$ cat src/rtl/img_proc_pkg.sv
// Shared definitions for the image-processing arithmetic blocks:
// divider FSM encoding and default operand widths.
package img_proc_pkg;

    localparam int DIV_DIVIDEND_W = 16;
    localparam int DIV_DIVISOR_W  = 8;

    typedef enum logic [1:0] {
        DIV_IDLE = 2'd0,
        DIV_BUSY = 2'd1,
        DIV_DONE = 2'd2
    } div_state_e;

    // Step counter must hold the value DIVIDEND_W itself.
    function automatic int div_cnt_w(input int dividend_w);
        return $clog2(dividend_w + 1);
    endfunction

endpackage

$ cat src/rtl/div_step.sv
// One combinational restoring-division step: shift one dividend bit into
// the partial remainder, subtract the divisor if it fits.
module div_step
    import img_proc_pkg::*;
#(
    parameter int DIVISOR_W = DIV_DIVISOR_W
) (
    input  logic [DIVISOR_W:0]   rem,
    input  logic                 in_bit,
    input  logic [DIVISOR_W-1:0] divisor,
    output logic [DIVISOR_W:0]   rem_next,
    output logic                 q_bit
);

    logic [DIVISOR_W+1:0] trial_s;
    logic [DIVISOR_W+1:0] dvs_ext_s;

    // The incoming rem is always below the divisor, so its MSB is zero and the
    // full-width trial equals {rem[DIVISOR_W-1:0], in_bit}.
    always_comb begin
        trial_s   = {rem, in_bit};
        dvs_ext_s = {2'b00, divisor};
        if (trial_s >= dvs_ext_s) begin
            rem_next = (DIVISOR_W + 1)'(trial_s - dvs_ext_s);
            q_bit    = 1'b1;
        end else begin
            rem_next = trial_s[DIVISOR_W:0];
            q_bit    = 1'b0;
        end
    end

endmodule

$ cat src/rtl/div_16_8.sv
// Sequential unsigned restoring divider, one quotient bit per clock, with
// valid/ready handshakes on operand and result sides.
module div_16_8
    import img_proc_pkg::*;
#(
    parameter int DIVIDEND_W = DIV_DIVIDEND_W,
    parameter int DIVISOR_W  = DIV_DIVISOR_W
) (
    input  logic                  clk,
    input  logic                  rst,
    input  logic                  in_valid,
    output logic                  in_ready,
    input  logic [DIVIDEND_W-1:0] dividend,
    input  logic [DIVISOR_W-1:0]  divisor,
    output logic                  out_valid,
    input  logic                  out_ready,
    output logic [DIVIDEND_W-1:0] quotient,
    output logic [DIVISOR_W-1:0]  remainder,
    output logic                  div_by_zero
);

    localparam int                CNT_W    = div_cnt_w(DIVIDEND_W);
    localparam logic [CNT_W-1:0]  CNT_LOAD = CNT_W'(DIVIDEND_W);
    localparam logic [CNT_W-1:0]  CNT_ONE  = CNT_W'(1);

    div_state_e            state_q;
    logic [DIVIDEND_W-1:0] dvd_sr_q;
    logic [DIVISOR_W:0]    rem_q;
    logic [DIVISOR_W-1:0]  dvs_q;
    logic [DIVISOR_W-1:0]  dvd_low_q;
    logic [CNT_W-1:0]      cnt_q;
    logic                  zero_q;
    logic                  out_valid_q;
    logic [DIVIDEND_W-1:0] quotient_q;
    logic [DIVISOR_W-1:0]  remainder_q;
    logic                  div_by_zero_q;

    logic [DIVISOR_W:0]    rem_next_s;
    logic                  q_bit_s;

    div_step #(
        .DIVISOR_W (DIVISOR_W)
    ) u_step (
        .rem      (rem_q),
        .in_bit   (dvd_sr_q[DIVIDEND_W-1]),
        .divisor  (dvs_q),
        .rem_next (rem_next_s),
        .q_bit    (q_bit_s)
    );

    // Controller and datapath: accept, iterate DIVIDEND_W steps, publish, hand off.
    always_ff @(posedge clk or posedge rst) begin
        if (rst) begin
            state_q       <= DIV_IDLE;
            dvd_sr_q      <= '0;
            rem_q         <= '0;
            dvs_q         <= '0;
            dvd_low_q     <= '0;
            cnt_q         <= '0;
            zero_q        <= 1'b0;
            out_valid_q   <= 1'b0;
            quotient_q    <= '0;
            remainder_q   <= '0;
            div_by_zero_q <= 1'b0;
        end else begin
            case (state_q)
                DIV_IDLE: begin
                    if (in_valid) begin
                        dvd_sr_q  <= dividend;
                        dvs_q     <= divisor;
                        dvd_low_q <= dividend[DIVISOR_W-1:0];
                        rem_q     <= '0;
                        cnt_q     <= CNT_LOAD;
                        zero_q    <= (divisor == '0);
                        state_q   <= DIV_BUSY;
                    end else begin
                        state_q   <= DIV_IDLE;
                    end
                end
                DIV_BUSY: begin
                    // Divide-by-zero runs the same steps so latency stays uniform.
                    if (cnt_q != '0) begin
                        dvd_sr_q <= {dvd_sr_q[DIVIDEND_W-2:0], q_bit_s};
                        rem_q    <= rem_next_s;
                        cnt_q    <= cnt_q - CNT_ONE;
                    end else begin
                        if (zero_q) begin
                            quotient_q    <= '1;
                            remainder_q   <= dvd_low_q;
                            div_by_zero_q <= 1'b1;
                        end else begin
                            quotient_q    <= dvd_sr_q;
                            remainder_q   <= rem_q[DIVISOR_W-1:0];
                            div_by_zero_q <= 1'b0;
                        end
                        out_valid_q <= 1'b1;
                        state_q     <= DIV_DONE;
                    end
                end
                DIV_DONE: begin
                    if (out_ready) begin
                        out_valid_q <= 1'b0;
                        state_q     <= DIV_IDLE;
                    end else begin
                        out_valid_q <= 1'b1;
                    end
                end
                default: begin
                    out_valid_q <= 1'b0;
                    state_q     <= DIV_IDLE;
                end
            endcase
        end
    end

    assign in_ready    = (state_q == DIV_IDLE);
    assign out_valid   = out_valid_q;
    assign quotient    = quotient_q;
    assign remainder   = remainder_q;
    assign div_by_zero = div_by_zero_q;

endmodule

$ cat config.mk
export PLATFORM = sky130hd
export DESIGN_NAME = div_16_8
export DESIGN_NICKNAME = d
export VERILOG_FILES = /design/src/rtl/img_proc_pkg.sv /design/src/rtl/div_step.sv /design/src/rtl/div_16_8.sv
export SDC_FILE = /design/constraint.sdc
export NUM_CORES = 1
export LEC_CHECK = 0
export BUFFER_PORTS_ARGS = -buffer_cell sky130_fd_sc_hd__buf_2
export CORE_MARGIN = 2
export CORE_UTILIZATION = 64
export CTS_BUF_LIST = sky130_fd_sc_hd__clkbuf_8
export CTS_CLUSTER_SIZE = 30
export DETAILED_ROUTE_END_ITERATION = 7
export HOLD_SLACK_MARGIN = 0.02
export PLACE_DENSITY = 0.9
export SLEW_MARGIN = 10
export SYNTH_ARGS = -nofsm -noshare
export SYNTH_HDL_FRONTEND = slang
export SYNTH_SLANG_ARGS = --single-unit
export TNS_END_PERCENT = 100
$ cat constraint.sdc
create_clock -name clk -period 4.9 [get_ports clk]
set_input_delay 0.245 -clock clk [delete_from_list [all_inputs] [get_ports clk]]
set_output_delay 0.245 -clock clk [all_outputs]
set_load 0.005 [all_outputs]
## After elaboration in Yosys (flattened, before gate mapping)

Index checks and enable logic that the tools add are counted.

- Bits in registers: 75
- Word-level logic and storage cells: 52

- Add/sub/neg operators: 2
- Order comparisons: 1
- Equality and inequality tests: 6
- Multiplexer cells: 21
- Bitwise operators: 2
- Reductions and logical operators: 9

Operator list:

| cell | number |
|---|---|
| $mux W16 | 3 |
| $pmux W16 S2 | 1 |
| $mux W9 | 3 |
| $pmux W9 S2 | 1 |
| $ge A10 B8 Y1 | 1 |
| $mux W5 | 2 |
| $pmux W5 S2 | 1 |
| $sub A9 B8 Y9 | 1 |
| $logic_not A8 Y1 | 1 |
| $mux W8 | 1 |
| $ne A2 B2 Y1 const B | 4 |
| $reduce_and A2 Y1 | 4 |
| $pmux W2 S3 | 1 |
| $mux W1 | 5 |
| $reduce_bool A5 Y1 | 1 |
| $sub A5 B1 Y5 const B | 1 |
| $mux W2 | 2 |
| $pmux W1 S3 | 1 |
| $reduce_and A3 Y1 | 1 |
| $eq A2 B1 Y1 const B | 1 |
| $eq A2 B2 Y1 const B | 1 |
| $logic_not A2 Y1 | 1 |
| $not A1 Y1 | 2 |
| $reduce_bool A2 Y1 | 1 |

## Depth between registers and ports, before layout

- Depth after elaboration: 4
- Gate-level depth with buffers: 10
- Depth with buffers taken out: 8

## Cells and area by module

A second synthesis with hierarchy kept.

- Cells, all modules: 427
- Area total of the unflattened synthesis: 4182.8 um2

By module, submodules not included:

| module | times used | cells an instance | area each (um2) | sequential area each (um2) |
|---|---|---|---|---|
| div_16_8 | 1 | 352 | 3659.8 | 1876.8 |
| div_step | 1 | 75 | 523.0 | 0.0 |

## Worst setup path before layout

Ideal clock, no wire load.

- Kind: reg-to-reg
- Start point: reg rem_q[4]
- End point: reg dvd_sr_q[0]
- Arrival: 2.161 ns
- Data required time: 4.774 ns
- Setup slack: 2.613 ns
- Cell stages (with the launch flop): 10
- Path buffers: 3
- Period minus slack after synthesis: 2.287 ns
- Cell sequence: dfrtp_1 -> ha_1 -> buf_6 -> a211oi_4 -> o21ai_2 -> or2_1 -> buf_6 -> or2_0 -> buf_6 -> a221o_1

- Word-level cells in the longest chain between the ends: 4

RTL lines:

| item | line | text |
|---|---|---|
| start: declaration | div_16_8.sv:28 | `logic [DIVISOR_W:0] rem_q;` |
| start signal: assignment | div_16_8.sv:84 | `rem_q <= rem_next_s;` |
| $ge A10 B8 Y1 | div_step.sv:23 | `if (trial_s >= dvs_ext_s) begin` |
| $mux W1 | div_step.sv:23 |  |
| $mux W16 | div_16_8.sv:82 | `if (cnt_q != '0) begin` |
| $pmux W16 S2 | div_16_8.sv:66 | `case (state_q)` |
| end signal: assignment | div_16_8.sv:69 | `dvd_sr_q <= dividend;` |
| end signal: assignment | div_16_8.sv:83 | `dvd_sr_q <= {dvd_sr_q[DIVIDEND_W-2:0], q_bit_s};` |
| end: declaration | div_16_8.sv:27 | `logic [DIVIDEND_W-1:0] dvd_sr_q;` |

Every way passes these cells. The select of a mux whose other input is x is not followed.
A chain may end at the register's enable or synchronous reset.

## Worst setup path after layout

- Start point: reg dvd_sr_q[15]
- End point: reg rem_q[6]

- Word-level cells in the longest chain between the ends: 4
- Elaborated cells on any way between the ends: 5

RTL lines:

| item | line |
|---|---|
| $sub A9 B8 Y9 or $ge A10 B8 Y1 (tied branches) | div_step.sv:24, div_step.sv:23 |
| $mux W9 (*) | div_step.sv:23 |
| $mux W9 (*) | div_16_8.sv:82 |
| $pmux W9 S2 (*) | div_16_8.sv:66 |

Every way passes the cells marked *; elsewhere a longest branch is shown, timed or not. The select of a mux whose other input is x is not followed.

==> results by group <==
Placement
  • Inst Count DP: 498
  • Routability Congestion: 0.815
  • DP Wirelength: between 5000 and 6000 um
  • Placed inst area: 4050 sq um
  • Port-buffer cells: 54

STA
  • Final Hold Fails: 0
  • Setup TNS: 0 ns
  • Final setup fails: 0
  • Worst-margin pin slew: ~1.0 ns
  • Unrepaired setup endpoints after global routing: no
  • Clk_skew: slightly below 0.005 ns
  • Post-layout minimum cycle time: roughly 2.8 ns
  • Final slew viol count: 0
  • Final period util: about three fifths
  • Max Fclk: between 0.3 and 0.4 GHz
  • Max-slew headroom: a little under a third

Worst setup path
  • Crit-path max FO: 9
  • Worst Setup End Kind: register
  • CP required: 5.08 ns
  • CP max stage cell: or2_0
  • CP max stage delay: between 0.5 and 0.6 ns
  • Crit start category: register
  • Crit-path cells: inv_1 -> ha_1 -> fa_1 -> nand2b_1 -> a21o_1 -> a21oi_1 -> or2_0 -> o221ai_1
  • Setup CP Type: register to register
  • Worst Path Arrival: roughly 3 ns

Finish
  • Area Growth Syn to Fin: 13.5%
  • Post-route cell area: between 4000 and 5000 sq um
  • Commonest non-fill, non-tap cell in the layout: dfrtp_1
  • N_diodes: 0
  • Commonest non-fill, non-tap cells in the layout: dfrtp_1, buf_2, nor2_1, nand2_1, o21ai_1
  • Nets: roughly 480
  • Post-route insts no fill: around 510
  • Share of layout cells above drive strength 1: 17.9%

Pwr
  • Tot Pwr: roughly 2.7 mW
  • PwrDens: approximately 630 nW/um^2
  • Static leakage: ~2 nW
  • Worst vdd ir: 0.365 mV

Worst hold path
  • Worst min path class: primary input to register

Clock network
  • Setup Buffers After CTS: 0
  • Post-CTS Resized: 0
  • Max Buffers Root-to-Sink: 2
  • Clock tree sinks: 75
  • H-tree Lvls: 3
  • CTS tree: yes
  • Worst skew pair latency: around 0.34 ns
  • Clock transition at path regs: about 0.090 ns
  • Clk Tree Root Cell: clkbuf_8
  • Hold bufs inserted after CTS: 0
  • TritonCTS buffer count: 9

Synth
  • Async set or reset register ratio after synthesis: 100%
  • Simple logic cell fraction of the synthesized area: between 15 and 20%
  • Synth Area in Adders: under 10%
  • Post-synthesis sequential area ratio: roughly 50%
  • Total nets after synthesis: roughly 430
  • Synth cell types: between 40 and 50
  • Gate Count Post-Synth: about 390
  • Compound-Gate Fraction of Synth Area: between 10% and 20%
  • Synth Warn #: 0
  • Xor/xnor cell area share of the yosys netlist: less than 1%
  • Top FF cell, synth: dfrtp_1
  • Syn Area/Cell: 9.67 sq um
  • #FFs+latches synth: 75
  • Post-synth EDFFs: 0
  • Largest family of logic cells by synthesized area: compound AO/OA/AOI/OAI gates
  • Mux share of post-synthesis cell area: under 10%
  • Synthesized cell area: approximately 3800 sq um

Die
  • Total die area: approximately 6500 sq um
  • Die Wd: around 81 um
  • Placeable Area: approximately 5600 sq um
  • Die height: slightly above 80 um
  • FP Rows: 27
  • IO Pins: 55
  • Initial core utilization: 67.5%

Detailed routing
  • Top layer in use: met4
  • Residual DRC: 0
  • Vias per inst: between 6 and 7
  • Initial detailed-routing violation count: about 260
  • WL met3: between 500 and 600 um
  • Routed Antenna Nets: 0
  • First-pass DRT Iterations: 5
  • Vias: 3193
  • WL met2: 4250 um
  • WL met1: 3640 um
  • Post-Route WL: just under 9000 um
  • Wire per inst: around 17 um

Status
  • Status: finished clean

GRT
  • Initial antenna violation count: 0
  • Largest net degree at the start of global routing: 76
  • Vias in the first global route: around 3000
  • First-pass GRT wire length: approximately 14000 um
  • Tot GR Track Use: between 20% and 30%
  • Grt total ovfl: 0

Flow run
  • Max Cap Viol: 0
[kinds of logic (layout without fill, tap and decap cells)]
family | Yosys count | in the layout
DFF | 75 | 75
and+or+nand+nor | 136 | 136
buffers and inverters | 40 | 93
muxes | 27 | 27
AOI/OAI and AO/OA | 95 | 95
adders and majority gates | 14 | 14
xor gates and xnor gates | 2 | 2
[routing by layer]
| layer | global-route usage [%] | vias up |
|---|---|---|
| li1 | - | 1464 |
| met1 | 37.5 | 1566 |
| met2 | 45.1 | 143 |
| met3 | 5.17 | 20 |
| met4 | 15.6 | 0 |
| met5 | 0 | - |
[metrics by stage]
| step | worst slack (ns) | utilization, % | hold WS [ns] |
|---|---|---|---|
| 3_3_place_gp | 2.25 | 72.6 | 0.462 |
| 5_1_grt | 1.86 | 76.6 | 0.123 |
| 6_report | 2.05 | 76.6 | 0.126 |
| 3_5_place_dp | 2.16 | 72.6 | 0.471 |
| 2_1_floorplan | 2.61 | - | 0.377 |
| 4_1_cts | 2.09 | 76.6 | 0.123 |
[worst paths after layout]
path,start,endpoint,slack [ns],depth (start not counted)
worst max-delay path,dvd_sr_q[15]$_DFFE_PP0P_,rem_q[6]$_DFFE_PP0P_,2.05,8
worst min-delay path,divisor[4],dvs_q[4]$_DFFE_PP0P_,0.13,2
worst max register to register,dvd_sr_q[15]$_DFFE_PP0P_,rem_q[6]$_DFFE_PP0P_,2.05,8
worst min register to register,quotient[9]$_DFFE_PP0P_,quotient[9]$_DFFE_PP0P_,0.49,2
max in group asynchronous,rst,cnt_q[3]$_DFFE_PP0P_,4.13,3
min in group asynchronous,rst,dvd_sr_q[4]$_DFFE_PP0P_,0.17,3
[registers in the layout, indices dropped and copies added, names as in the netlist, 2 cells and up]
| name | count |
|---|---|
| remainder | 8 |
| cnt_q | 5 |
| rem_q | 9 |
| state_q | 2 |
| quotient | 16 |
| dvd_low_q | 8 |
| dvd_sr_q | 16 |
| dvs_q | 8 |
[power breakdown]
group | switching (mW) | internal (mW) | leakage, nW
Sequential | 0.181 | 0.860 | 0.926
Clock | 0.247 | 0.291 | 0.111
Combinational | 0.649 | 0.443 | 0.958
[cells in the mapped netlist, drive strengths merged (2+ instances only)]
library cell   n  area share [%]
inv           19             1.9
a21oi          9             1.2
o22ai         17             2.8
nand3          2            0.27
nand2         46             4.6
or3            3            0.50
nand2b         2            0.33
nor2          50             5.0
ha            13             4.3
nor3b          2            0.40
a221o          5             1.3
o21a           2            0.40
buf            6             1.3
o21ai         42             5.7
o31ai          3            0.60
nor2b          4            0.67
a211oi         2            0.73
o221ai         3            0.70
a311oi         2            0.47
nor4           4            0.67
a21o           2            0.40
nor3          17             2.4
mux2i         10             2.7
nand4          2            0.33
or2            3            0.50
mux2          17             5.1
clkbuf        15             1.5
dfrtp         75              50
[critical path: cells and delay by family (launching register included)]
kind,cells,cell delay (ns)
AND/OR/NAND/NOR,2,0.78
buffers and inverters,1,0.06
AO/OA/AOI/OAI,3,0.85
flip-flops,1,0.39
adder cells (fa/ha/maj),2,0.61
[area by class of cell]
type	instances	area (sq um)
clock buffer	9	124
sequential	75	1880
inverter	19	71.3
tap	72	90.1
multi-input combinational	274	1710
timing repair buffer	58	300
fill	355	1310
clock inverter	7	98.8
No activity file was read; power rests on OpenSTA's default activity.
